File: config.mk
export PLATFORM = sky130hd
export DESIGN_NAME = muldiv_unit_flat
export DESIGN_NICKNAME = d
export VERILOG_FILES = /design/src/rtl/muldiv_unit_if.sv /design/src/rtl/muldiv_unit.sv /design/src/flat_wrapper.sv
export SDC_FILE = /design/constraint.sdc
export NUM_CORES = 1
export LEC_CHECK = 0
export BUFFER_PORTS_ARGS = -buffer_cell sky130_fd_sc_hd__buf_2
export CORE_MARGIN = 8
export CORE_UTILIZATION = 35
export DETAILED_ROUTE_END_ITERATION = 7
export PLACE_DENSITY_LB_ADDON = 0.2
export SLEW_MARGIN = 0
export SYNTH_ARGS = -nofsm -noshare
export SYNTH_HDL_FRONTEND = slang
export SYNTH_SLANG_ARGS = --single-unit
File: constraint.sdc
create_clock -name clk -period 7.3 [get_ports clk]
set_clock_uncertainty 0.05 [all_clocks]
set_input_delay 0 -clock clk [delete_from_list [all_inputs] [get_ports clk]]
set_output_delay 0 -clock clk [all_outputs]
set_load 0.01 [all_outputs]
File: src/rtl/muldiv_unit_if.sv
// rtl/muldiv_unit_if.sv - request and register-file write-back bundle for muldiv_unit
interface muldiv_unit_if #(
  parameter int WIDTH  = 16,
  parameter int ADDR_W = 4
);
  logic              start;
  logic [1:0]        op;
  logic [WIDTH-1:0]  a_in;
  logic [WIDTH-1:0]  b_in;
  logic [ADDR_W-1:0] rd_in;
  logic              busy;
  logic              done;
  logic              div_by_zero;
  logic              wb_we;
  logic [ADDR_W-1:0] wb_addr;
  logic [WIDTH-1:0]  wb_data;

  modport master (
    output start, op, a_in, b_in, rd_in,
    input  busy, done, div_by_zero, wb_we, wb_addr, wb_data
  );

  modport slave (
    input  start, op, a_in, b_in, rd_in,
    output busy, done, div_by_zero, wb_we, wb_addr, wb_data
  );
endinterface

File: src/rtl/muldiv_unit.sv
// rtl/muldiv_unit.sv - iterative unsigned multiply/divide unit, fixed WIDTH+1 cycle latency
module muldiv_unit #(
  parameter int WIDTH  = 16,
  parameter int ADDR_W = 4
) (
  input  logic          clk,
  input  logic          rst,
  muldiv_unit_if.slave  bus
);
  localparam int CNT_W = $clog2(WIDTH);

  typedef enum logic [1:0] {IDLE, RUN, WB} state_t;

  state_t            state_q, state_d;
  logic [CNT_W-1:0]  cnt_q, cnt_d;
  logic [1:0]        op_q, op_d;
  logic [WIDTH-1:0]  hi_q, hi_d;
  logic [WIDTH-1:0]  lo_q, lo_d;
  logic [WIDTH-1:0]  opnd_q, opnd_d;
  logic              dz_flag_q, dz_flag_d;
  logic [ADDR_W-1:0] wb_addr_q, wb_addr_d;
  logic [WIDTH-1:0]  wb_data_q, wb_data_d;
  logic              wb_we_q, wb_we_d;
  logic              done_q, done_d;
  logic              dz_q, dz_d;

  logic [WIDTH:0]    mul_sum;
  logic [WIDTH:0]    div_shift;
  logic [WIDTH-1:0]  div_diff;
  logic              div_ok;

  // hi/lo double as product {hi,lo} for multiply and {remainder, dividend/quotient} for divide
  always_comb begin
    mul_sum   = {1'b0, hi_q} + (lo_q[0] ? {1'b0, opnd_q} : {(WIDTH+1){1'b0}});
    div_shift = {hi_q, lo_q[WIDTH-1]};
    div_ok    = div_shift >= {1'b0, opnd_q};
    div_diff  = div_shift[WIDTH-1:0] - opnd_q;

    state_d   = state_q;
    cnt_d     = cnt_q;
    op_d      = op_q;
    hi_d      = hi_q;
    lo_d      = lo_q;
    opnd_d    = opnd_q;
    dz_flag_d = dz_flag_q;
    wb_addr_d = wb_addr_q;
    wb_data_d = wb_data_q;
    wb_we_d   = 1'b0;
    done_d    = 1'b0;
    dz_d      = 1'b0;

    case (state_q)
      IDLE: begin
        if (bus.start) begin
          state_d   = RUN;
          cnt_d     = '0;
          op_d      = bus.op;
          hi_d      = '0;
          lo_d      = bus.op[1] ? bus.a_in : bus.b_in;
          opnd_d    = bus.op[1] ? bus.b_in : bus.a_in;
          dz_flag_d = bus.op[1] && (bus.b_in == '0);
          wb_addr_d = bus.rd_in;
        end
      end
      RUN: begin
        if (op_q[1]) begin
          hi_d = div_ok ? div_diff : div_shift[WIDTH-1:0];
          lo_d = {lo_q[WIDTH-2:0], div_ok};
        end else begin
          hi_d = mul_sum[WIDTH:1];
          lo_d = {mul_sum[0], lo_q[WIDTH-1:1]};
        end
        cnt_d = cnt_q + 1'b1;
        if (cnt_q == CNT_W'(WIDTH-1)) begin
          state_d   = WB;
          wb_we_d   = 1'b1;
          done_d    = 1'b1;
          dz_d      = dz_flag_q;
          // op[0] picks the upper half (MULH/REMU) over the lower half (MUL/DIVU)
          wb_data_d = op_q[0] ? hi_d : lo_d;
        end
      end
      WB:      state_d = IDLE;
      default: state_d = IDLE;
    endcase
  end

  always_ff @(posedge clk) begin
    if (rst) begin
      state_q   <= IDLE;
      cnt_q     <= '0;
      op_q      <= '0;
      hi_q      <= '0;
      lo_q      <= '0;
      opnd_q    <= '0;
      dz_flag_q <= 1'b0;
      wb_addr_q <= '0;
      wb_data_q <= '0;
      wb_we_q   <= 1'b0;
      done_q    <= 1'b0;
      dz_q      <= 1'b0;
    end else begin
      state_q   <= state_d;
      cnt_q     <= cnt_d;
      op_q      <= op_d;
      hi_q      <= hi_d;
      lo_q      <= lo_d;
      opnd_q    <= opnd_d;
      dz_flag_q <= dz_flag_d;
      wb_addr_q <= wb_addr_d;
      wb_data_q <= wb_data_d;
      wb_we_q   <= wb_we_d;
      done_q    <= done_d;
      dz_q      <= dz_d;
    end
  end

  assign bus.busy        = (state_q != IDLE);
  assign bus.done        = done_q;
  assign bus.div_by_zero = dz_q;
  assign bus.wb_we       = wb_we_q;
  assign bus.wb_addr     = wb_addr_q;
  assign bus.wb_data     = wb_data_q;
endmodule

File: src/flat_wrapper.sv
// flat-port wrapper written by rule: the top's interface ports become plain ports
module muldiv_unit_flat 
#(
  parameter int WIDTH  = 16,
  parameter int ADDR_W = 4
)
  (clk, rst, bus_start, bus_op, bus_a_in, bus_b_in, bus_rd_in, bus_busy, bus_done, bus_div_by_zero, bus_wb_we, bus_wb_addr, bus_wb_data);
  muldiv_unit_if #(.WIDTH(WIDTH), .ADDR_W(ADDR_W)) bus_i ();
  input  logic clk;
  input  logic rst;
  input wire logic [$bits(bus_i.start)-1:0] bus_start;
  input wire logic [$bits(bus_i.op)-1:0] bus_op;
  input wire logic [$bits(bus_i.a_in)-1:0] bus_a_in;
  input wire logic [$bits(bus_i.b_in)-1:0] bus_b_in;
  input wire logic [$bits(bus_i.rd_in)-1:0] bus_rd_in;
  output wire logic [$bits(bus_i.busy)-1:0] bus_busy;
  output wire logic [$bits(bus_i.done)-1:0] bus_done;
  output wire logic [$bits(bus_i.div_by_zero)-1:0] bus_div_by_zero;
  output wire logic [$bits(bus_i.wb_we)-1:0] bus_wb_we;
  output wire logic [$bits(bus_i.wb_addr)-1:0] bus_wb_addr;
  output wire logic [$bits(bus_i.wb_data)-1:0] bus_wb_data;
  assign bus_i.start = bus_start;
  assign bus_i.op = bus_op;
  assign bus_i.a_in = bus_a_in;
  assign bus_i.b_in = bus_b_in;
  assign bus_i.rd_in = bus_rd_in;
  assign bus_busy = bus_i.busy;
  assign bus_done = bus_i.done;
  assign bus_div_by_zero = bus_i.div_by_zero;
  assign bus_wb_we = bus_i.wb_we;
  assign bus_wb_addr = bus_i.wb_addr;
  assign bus_wb_data = bus_i.wb_data;
  muldiv_unit #(.WIDTH(WIDTH), .ADDR_W(ADDR_W)) u_core (.clk(clk), .rst(rst), .bus(bus_i));
endmodule
==> results of run 1 <==
## synthesized netlist by cell type, types with 3 or more instances
library cell  count
nor3_1           13
nand2_1          48
xor2_1            7
and2_1           17
o21ai_0          34
o211ai_1          6
a21o_1           11
ha_1             33
nand2b_1          9
buf_1             3
dfxtp_1          79
a211oi_1         30
buf_2             4
nand4_1          14
nor2_1           89
xnor2_1          11
a31oi_1           9
and3_1            4
nor4_1            7
a21oi_1          67
a311oi_1          3
mux2i_1          59
nor2b_1           9
a311o_1           3
o31ai_1           3
nand3b_1          4
a211o_1           3
o22ai_1          16
inv_1            28
nand3_1          15
clkbuf_1         33
## path summary, 6_finish.rpt
check | cells past startpoint | to | start
worst min-delay path | 3 | u_core.opnd_q[0] | bus_b_in[0]
worst max register to register | 10 | u_core.bus.wb_data[6] | u_core.opnd_q[1]
worst max-delay path | 10 | u_core.bus.wb_data[6] | u_core.opnd_q[1]
worst min register to register | 2 | u_core.bus.wb_addr[2] | u_core.bus.wb_addr[2]
## sequential cells by signal (all words and copies together) (netlist names)
| name | count |
|---|---|
| u_core.op_q | 2 |
| u_core.dz_flag_q | 1 |
| u_core.bus.wb_data | 16 |
| u_core.lo_q | 16 |
| u_core.opnd_q | 16 |
| u_core.bus.wb_addr | 4 |
| u_core.hi_q | 16 |
| u_core.bus.div_by_zero | 1 |
| u_core.state_q | 2 |
| u_core.cnt_q | 4 |
| u_core.bus.wb_we | 1 |
## cell type report
cell class              instances  area (um2)  share of cell area [%]
clock buffers                   9         225                    3.43
multi-input cells             554        3650                    55.6
well taps                     216         270                    4.11
inverters                      28         105                    1.60
clock inverters                 7         126                    1.92
repair buffers                 95         608                    9.25
flip-flops and latches         79        1580                    24.1
## per-stage QoR
step | total power, W | cells | cell area [um2] | setup WS, ns | hold WS, ns
floorplan | 0.000706 | 703 | 5510 | 4.82 | 0.0339
global route | 0.00140 | 988 | 6570 | 3.88 | 0.0207
detailed placement | 0.000794 | 950 | 6000 | 4.12 | 0.202
global placement | 0.000791 | 950 | 6000 | 4.14 | 0.193
CTS | 0.00134 | 988 | 6570 | 4.11 | 0.000452
finish | 0.00134 | 988 | 6570 | 4.09 | 0.00933
## what timing repair did
item                                   CTS  global route
setup buffers                            0             0
hold buffers                            22             0
endpoints found under the hold margin   15             0
## worst max-delay path, cell delays in order, from the launching register on
cell      delay (ns)
dfxtp_1         0.43
inv_1           0.11
ha_1            0.31
nand2b_1        0.08
a21oi_1         0.28
o211ai_2        0.19
a31oi_4         0.73
mux2i_1         0.39
a21oi_1         0.15
a211oi_1        0.28
nor3_1          0.07
## metal layers
metal / vias up / share of wire, % / GRT usage [%]
met5: - / 0 / 0
met4: 0 / 2.4 / 6.84
li1: 2693 / - / -
met2: 171 / 45 / 28.1
met1: 2562 / 47 / 24.3
met3: 24 / 5.8 / 3.19
## cells in the final DEF, fill, tap and decap left out, drive strengths merged, types with 2 or more instances in the layout
cell / synthesis / layout
nand4: 15 / 15
inv: 28 / 31
o22ai: 16 / 16
nor4: 7 / 7
nand2: 48 / 48
mux2i: 59 / 59
a211oi: 30 / 30
o21a: 2 / 2
nor3: 13 / 13
clkbuf: 33 / 9
fa: 2 / 2
nor2b: 9 / 9
nor2: 90 / 90
o211ai: 7 / 7
nor3b: 2 / 2
dfxtp: 79 / 79
xor2: 7 / 7
buf: 9 / 73
bufinv: 0 / 3
a31oi: 11 / 11
nand3: 15 / 15
o21ai: 35 / 35
a21oi: 68 / 68
a311o: 3 / 3
a221oi: 2 / 2
and3: 4 / 4
a21o: 11 / 11
a211o: 3 / 3
and2: 17 / 17
dlygate4sd3: 0 / 22
nand3b: 4 / 4
a311oi: 3 / 3
nand2b: 9 / 9
o221ai: 2 / 2
xnor2: 11 / 11
ha: 33 / 33
o31ai: 3 / 3
## power groups by stage
stage / registers [W] / logic (W) / clock network [W]
floorplan: 0.000475 / 0.000231 / 0
global placement: 0.000486 / 0.000305 / 0
detailed placement: 0.000486 / 0.000307 / 0
CTS: 0.000476 / 0.000320 / 0.000543
global route: 0.000479 / 0.000355 / 0.000562
finish: 0.000478 / 0.000323 / 0.000535
## cell families after synthesis
family,share of synthesized area (%)
and+or+nand+nor,20.5
xor gates and xnor gates,2.86
DFF,28.7
buffers and inverters,5.06
AOI/OAI and AO/OA,23.9
muxes,10.7
adders and majority gates,8.21
==> qor.txt, run 1 <==
Status - completed
Crit start category - flop
Syn Area/Cell - 7.84 um2
Vias in the first global route - 5190
Starting Density - 35.2%
Layout cells sized above 1 - 12.6%
Worst-Margin Slew - 1.07 ns
Synth top area share - 28.7%
Die Ht - 142 um
Average wire per standard cell - 18.4 um
Clk slew on worst S/H paths - 0.06 ns
Worst Setup End Kind - flop
Gr ovfl total - 0
Hold Path Class - in2reg
PD cells - 203 nW/um2
Period utilisation layout - 43.9%
Int Pwr - 0.000920 W
Final Max Tran Viols - 0
IO Port Bufs - 64
Mapped cell area - 5510 um2
Combinational share of power - 24.2%
Leak pwr - 2.78 nW
Unrepaired setup endpoints after global routing - false
Worst Path Required - 7.44 ns
Ys Warns - 0
Total wire length - 18.1 mm
Psw - 0.000415 W
Core Util, Final - 42.0%
Vias per cell - 5.52
Clock power share - 40.1%
H-tree Lvls - 3
Post-Synthesis Cells - 703
Sequential share of the synthesized area - 28.7%
Row count - 46
Kind of critical path - reg2reg
Yosys top cell by area - dfxtp_1
Number of synthesized register bits - 79
CTS sink cnt - 79
CTS Buf Count - 9
Top post-synthesis cells by area - dfxtp_1, mux2i_1, ha_1, a21oi_1, nor2_1
Max VDD drop - 0.000120 V
Sw Share - 31.1%
Slew headroom - 28.7%
Unique masters post-synth - 57
Residual DRC count - 0
N_diodes - 0
Layout Nets - 843
Final setup violation count - 0
CTS tree - yes
DR iter-0 viols - 334
Flop2flop setup slack - 4.09 ns
GRT Overall Usage - 18.0%
Final setup TNS - 0 ns
Mapped Nets - 779
Flop pwr share - 35.8%
Largest net degree at the start of global routing - 70
Detailed Routing Iterations Pass 1 - 5
Critical Path Fanout Max - 24
Ys flop type - dfxtp_1
DIE AREA - 20000 um2
Root buffer cell - clkbuf_16
Max-cap violations - 0
Initial antenna violation count - 0
Post-CTS sizing - 0
Min cycle time layout - 3.21 ns
Detail Route Antenna Nets - 0
Fin. Hold Viols - 0
Die X - 142 um
Layout area overhead - 19.2%
First-pass GRT wire length - 28.4 mm
Final HPWL DP - 13.1 mm
Worst Path Arrival - 3.35 ns
Post-synth EDFFs - 0
Filler cells - 1649
Core Area - 15700 um2
Via Count - 5450
RePlAce Congestion - 0.924
Clock Path Buffers - 2
Async set or reset register ratio after synthesis - 0%
Worst-Skew Late Latency - 0.34 ns
Ports - 65
Achievable Freq - 312 MHz
Note: power is estimated with default switching activity, not from simulation.
==> inputs of run 2 (changes only) <==
Clock period 7.3 ns to 2.8 ns, I/O delays scaled along.
==> run 2 against run 1 <==
Against the previous run: clock power rose by 130%; via count is 3.3% higher; cell area grew 7.0%; fmax up 18%; critical path depth up 1; sequential share of layout area is 1.4 points lower; flip-flop and latch count stayed put; count of clock-buffer cells in the layout unchanged; core utilization increased by 2.9 points; global-route usage increased by 0.26 points; setup slack lost 4.0 ns.
==> qor.txt, run 2 (synthesis gave the netlist of run 1 again) <==
Crit start category - flop
Area of the multi-input gates - 3770 um2 (+3.2%)
Worst-Skew Late Latency - 0.33 ns (about the same)
Layout cells sized above 1 - 22.7% (+10 points)
N_diodes - 0 (unchanged)
Average wire per standard cell - 17.9 um (-2.6%)
RePlAce Congestion - 0.924 (about the same)
Tot Pwr - 0.00345 W (+160%)
Ports - 65 (unchanged)
Worst Path Arrival - 2.88 ns (-0.47 ns)
Worst setup margin - 0.0750 ns (-4.02 ns)
IO Port Bufs - 64 (unchanged)
Via Count - 5629 (+3.3%)
Psw - 0.00113 W (+170%)
Worst Path Required - 2.96 ns (-4.48 ns)
Combinational share of power - 28.5% (+4.3 points)
Non-Filler Instances - 1040 (+5.3%)
DR iter-0 viols - 312 (-6.6%)
Row count - 46 (unchanged)
CTS Buf Count - 9 (unchanged)
Most frequent cells in the layout - nor2_1, dfxtp_1, buf_4
Total wire length - 18.6 mm (+2.5%)
Flop pwr share - 36.1% (+0.3 points)
CTS tree - yes
Max-cap violations - 0 (unchanged)
Vias per cell - 5.41 (-1.9%)
Detailed Routing Iterations Pass 1 - 4 (-1)
Detail Route Antenna Nets - 0 (unchanged)
Worst-Margin Slew - 0.903 ns (-0.163 ns)
First-pass GRT wire length - 29.2 mm (+3.0%)
Clock Path Buffers - 2 (unchanged)
Root buffer cell - clkbuf_16
Achievable Freq - 367 MHz (+18%)
Die Ht - 142 um (unchanged)
GRT Overall Usage - 18.3% (+0.26 points)
Final Max Tran Viols - 0 (unchanged)
Period utilisation layout - 97.3% (+53 points)
Residual DRC count - 0 (unchanged)
Core Area - 15700 um2 (unchanged)
Clk slew on worst S/H paths - 0.07 ns (about the same)
Fin. Hold Viols - 0 (unchanged)
Initial antenna violation count - 0 (unchanged)
Starting Density - 35.2% (unchanged)
Min cycle time layout - 2.72 ns (-0.482 ns)
Setup WS pre-CTS - -0.124 ns (-4.24 ns)
Sw Share - 32.8% (+1.7 points)
PD cells - 491 nW/um2 (+140%)
Layout area overhead - 27.5%
Int Pwr - 0.00232 W (+150%)
Largest net degree at the start of global routing - 52 (-26%)
Kind of critical path - reg2reg
Final setup violation count - 0 (unchanged)
Layout Nets - 895 (+6.2%)
Most common cell after layout, fill and taps aside - nor2_1
Unrepaired setup endpoints after global routing - true
Leak pwr - 3.05 nW (+9.5%)
Vias in the first global route - 5543 (+6.8%)
Dpl cells - 1002 (+5.5%)
Reg area - 1590 um2 (+0.55%)
H-tree Lvls - 3 (unchanged)
DIE AREA - 20000 um2 (unchanged)
Final HPWL DP - 14.2 mm (+8.6%)
CTS sink cnt - 79 (unchanged)
Worst Reg-to-Reg Cells - 11 (+1)
Hold Path Cell Cnt - 3 (unchanged)
Filler cells - 1596 (-3.2%)
Gr ovfl total - 0 (unchanged)
Die X - 142 um (unchanged)
Critical Path Fanout Max - 6 (-75%)
Worst Setup End Kind - flop
Status - completed
Clock power share - 35.3% (-4.8 points)
Slew headroom - 39.8% (+11 points)
Max VDD drop - 0.000278 V (+130%)
Hold Path Class - in2reg
-- run 2: metrics by stage --
stage / util [%] / cell area (um2) / TNS [ns] / hold slack [ns]
floorplan: - / 5510 / 0 / 0.0339
global placement: 40.8 / 6390 / -0.257 / 0.193
detailed placement: 40.8 / 6390 / -0.407 / 0.199
CTS: 43.9 / 6870 / 0 / 0.00935
global route: 44.9 / 7030 / -0.0355 / 0.0211
finish: 44.9 / 7030 / 0 / 0.0104
-- run 2: worst max-delay path, stage by stage (launching register included) --
cell      delay [ns]
dfxtp_4         0.38
inv_1           0.05
ha_1            0.30
a21o_1          0.17
a211o_1         0.36
a31oi_4         0.23
a31oi_4         0.17
mux2i_2         0.26
a21oi_1         0.15
a211oi_1        0.25
buf_4           0.18
nor3_1          0.04
-- run 2: path summary, 6_finish.rpt --
path	slack [ns]	to	start
max reg2reg	0.08	u_core.bus.wb_data[6]	u_core.opnd_q[14]
max	0.08	u_core.bus.wb_data[6]	u_core.opnd_q[14]
min	0.01	u_core.opnd_q[7]	bus_a_in[7]
min reg2reg	0.41	u_core.bus.wb_addr[2]	u_core.bus.wb_addr[2]
-- run 2: power groups by stage --
| stage | Sequential [W] | Combinational [W] | Clock [W] |
|---|---|---|---|
| 2_1_floorplan | 0.00124 | 0.000601 | 0 |
| 3_3_place_gp | 0.00127 | 0.000878 | 0 |
| 3_5_place_dp | 0.00127 | 0.000887 | 0 |
| 4_1_cts | 0.00124 | 0.000926 | 0.00124 |
| 5_1_grt | 0.00125 | 0.00108 | 0.00129 |
| 6_report | 0.00125 | 0.000985 | 0.00122 |
-- run 2: per-layer routing --
layer | track usage, % | wire (um) | part of all wire [%]
met2 | 29.6 | 8460 | 45
met5 | 0 | 0 | 0
met1 | 25.2 | 9080 | 49
met4 | 4.52 | 210 | 1.1
met3 | 2.32 | 841 | 4.5
-- run 2: cell type report --
cell class                      instances  area share (%)
Multi-Input combinational cell        554            53.6
Sequential cell                        79            22.6
Timing Repair Buffer                  147            14.1
Tap cell                              216            3.84
Clock buffer                            9            3.20
Inverter                               28            1.50
Clock inverter                          7            1.10
-- run 2: repair_timing --
| action | 4_1_cts | 5_1_grt |
|---|---|---|
| endpoints found under the hold margin | 11 | 0 |
| hold buffers | 15 | 0 |
| setup endpoints to repair | 8 | 21 |
| gates resized for setup | 5 | 33 |
| pin swaps | 1 | 5 |
| buffers inserted | 2 | 5 |
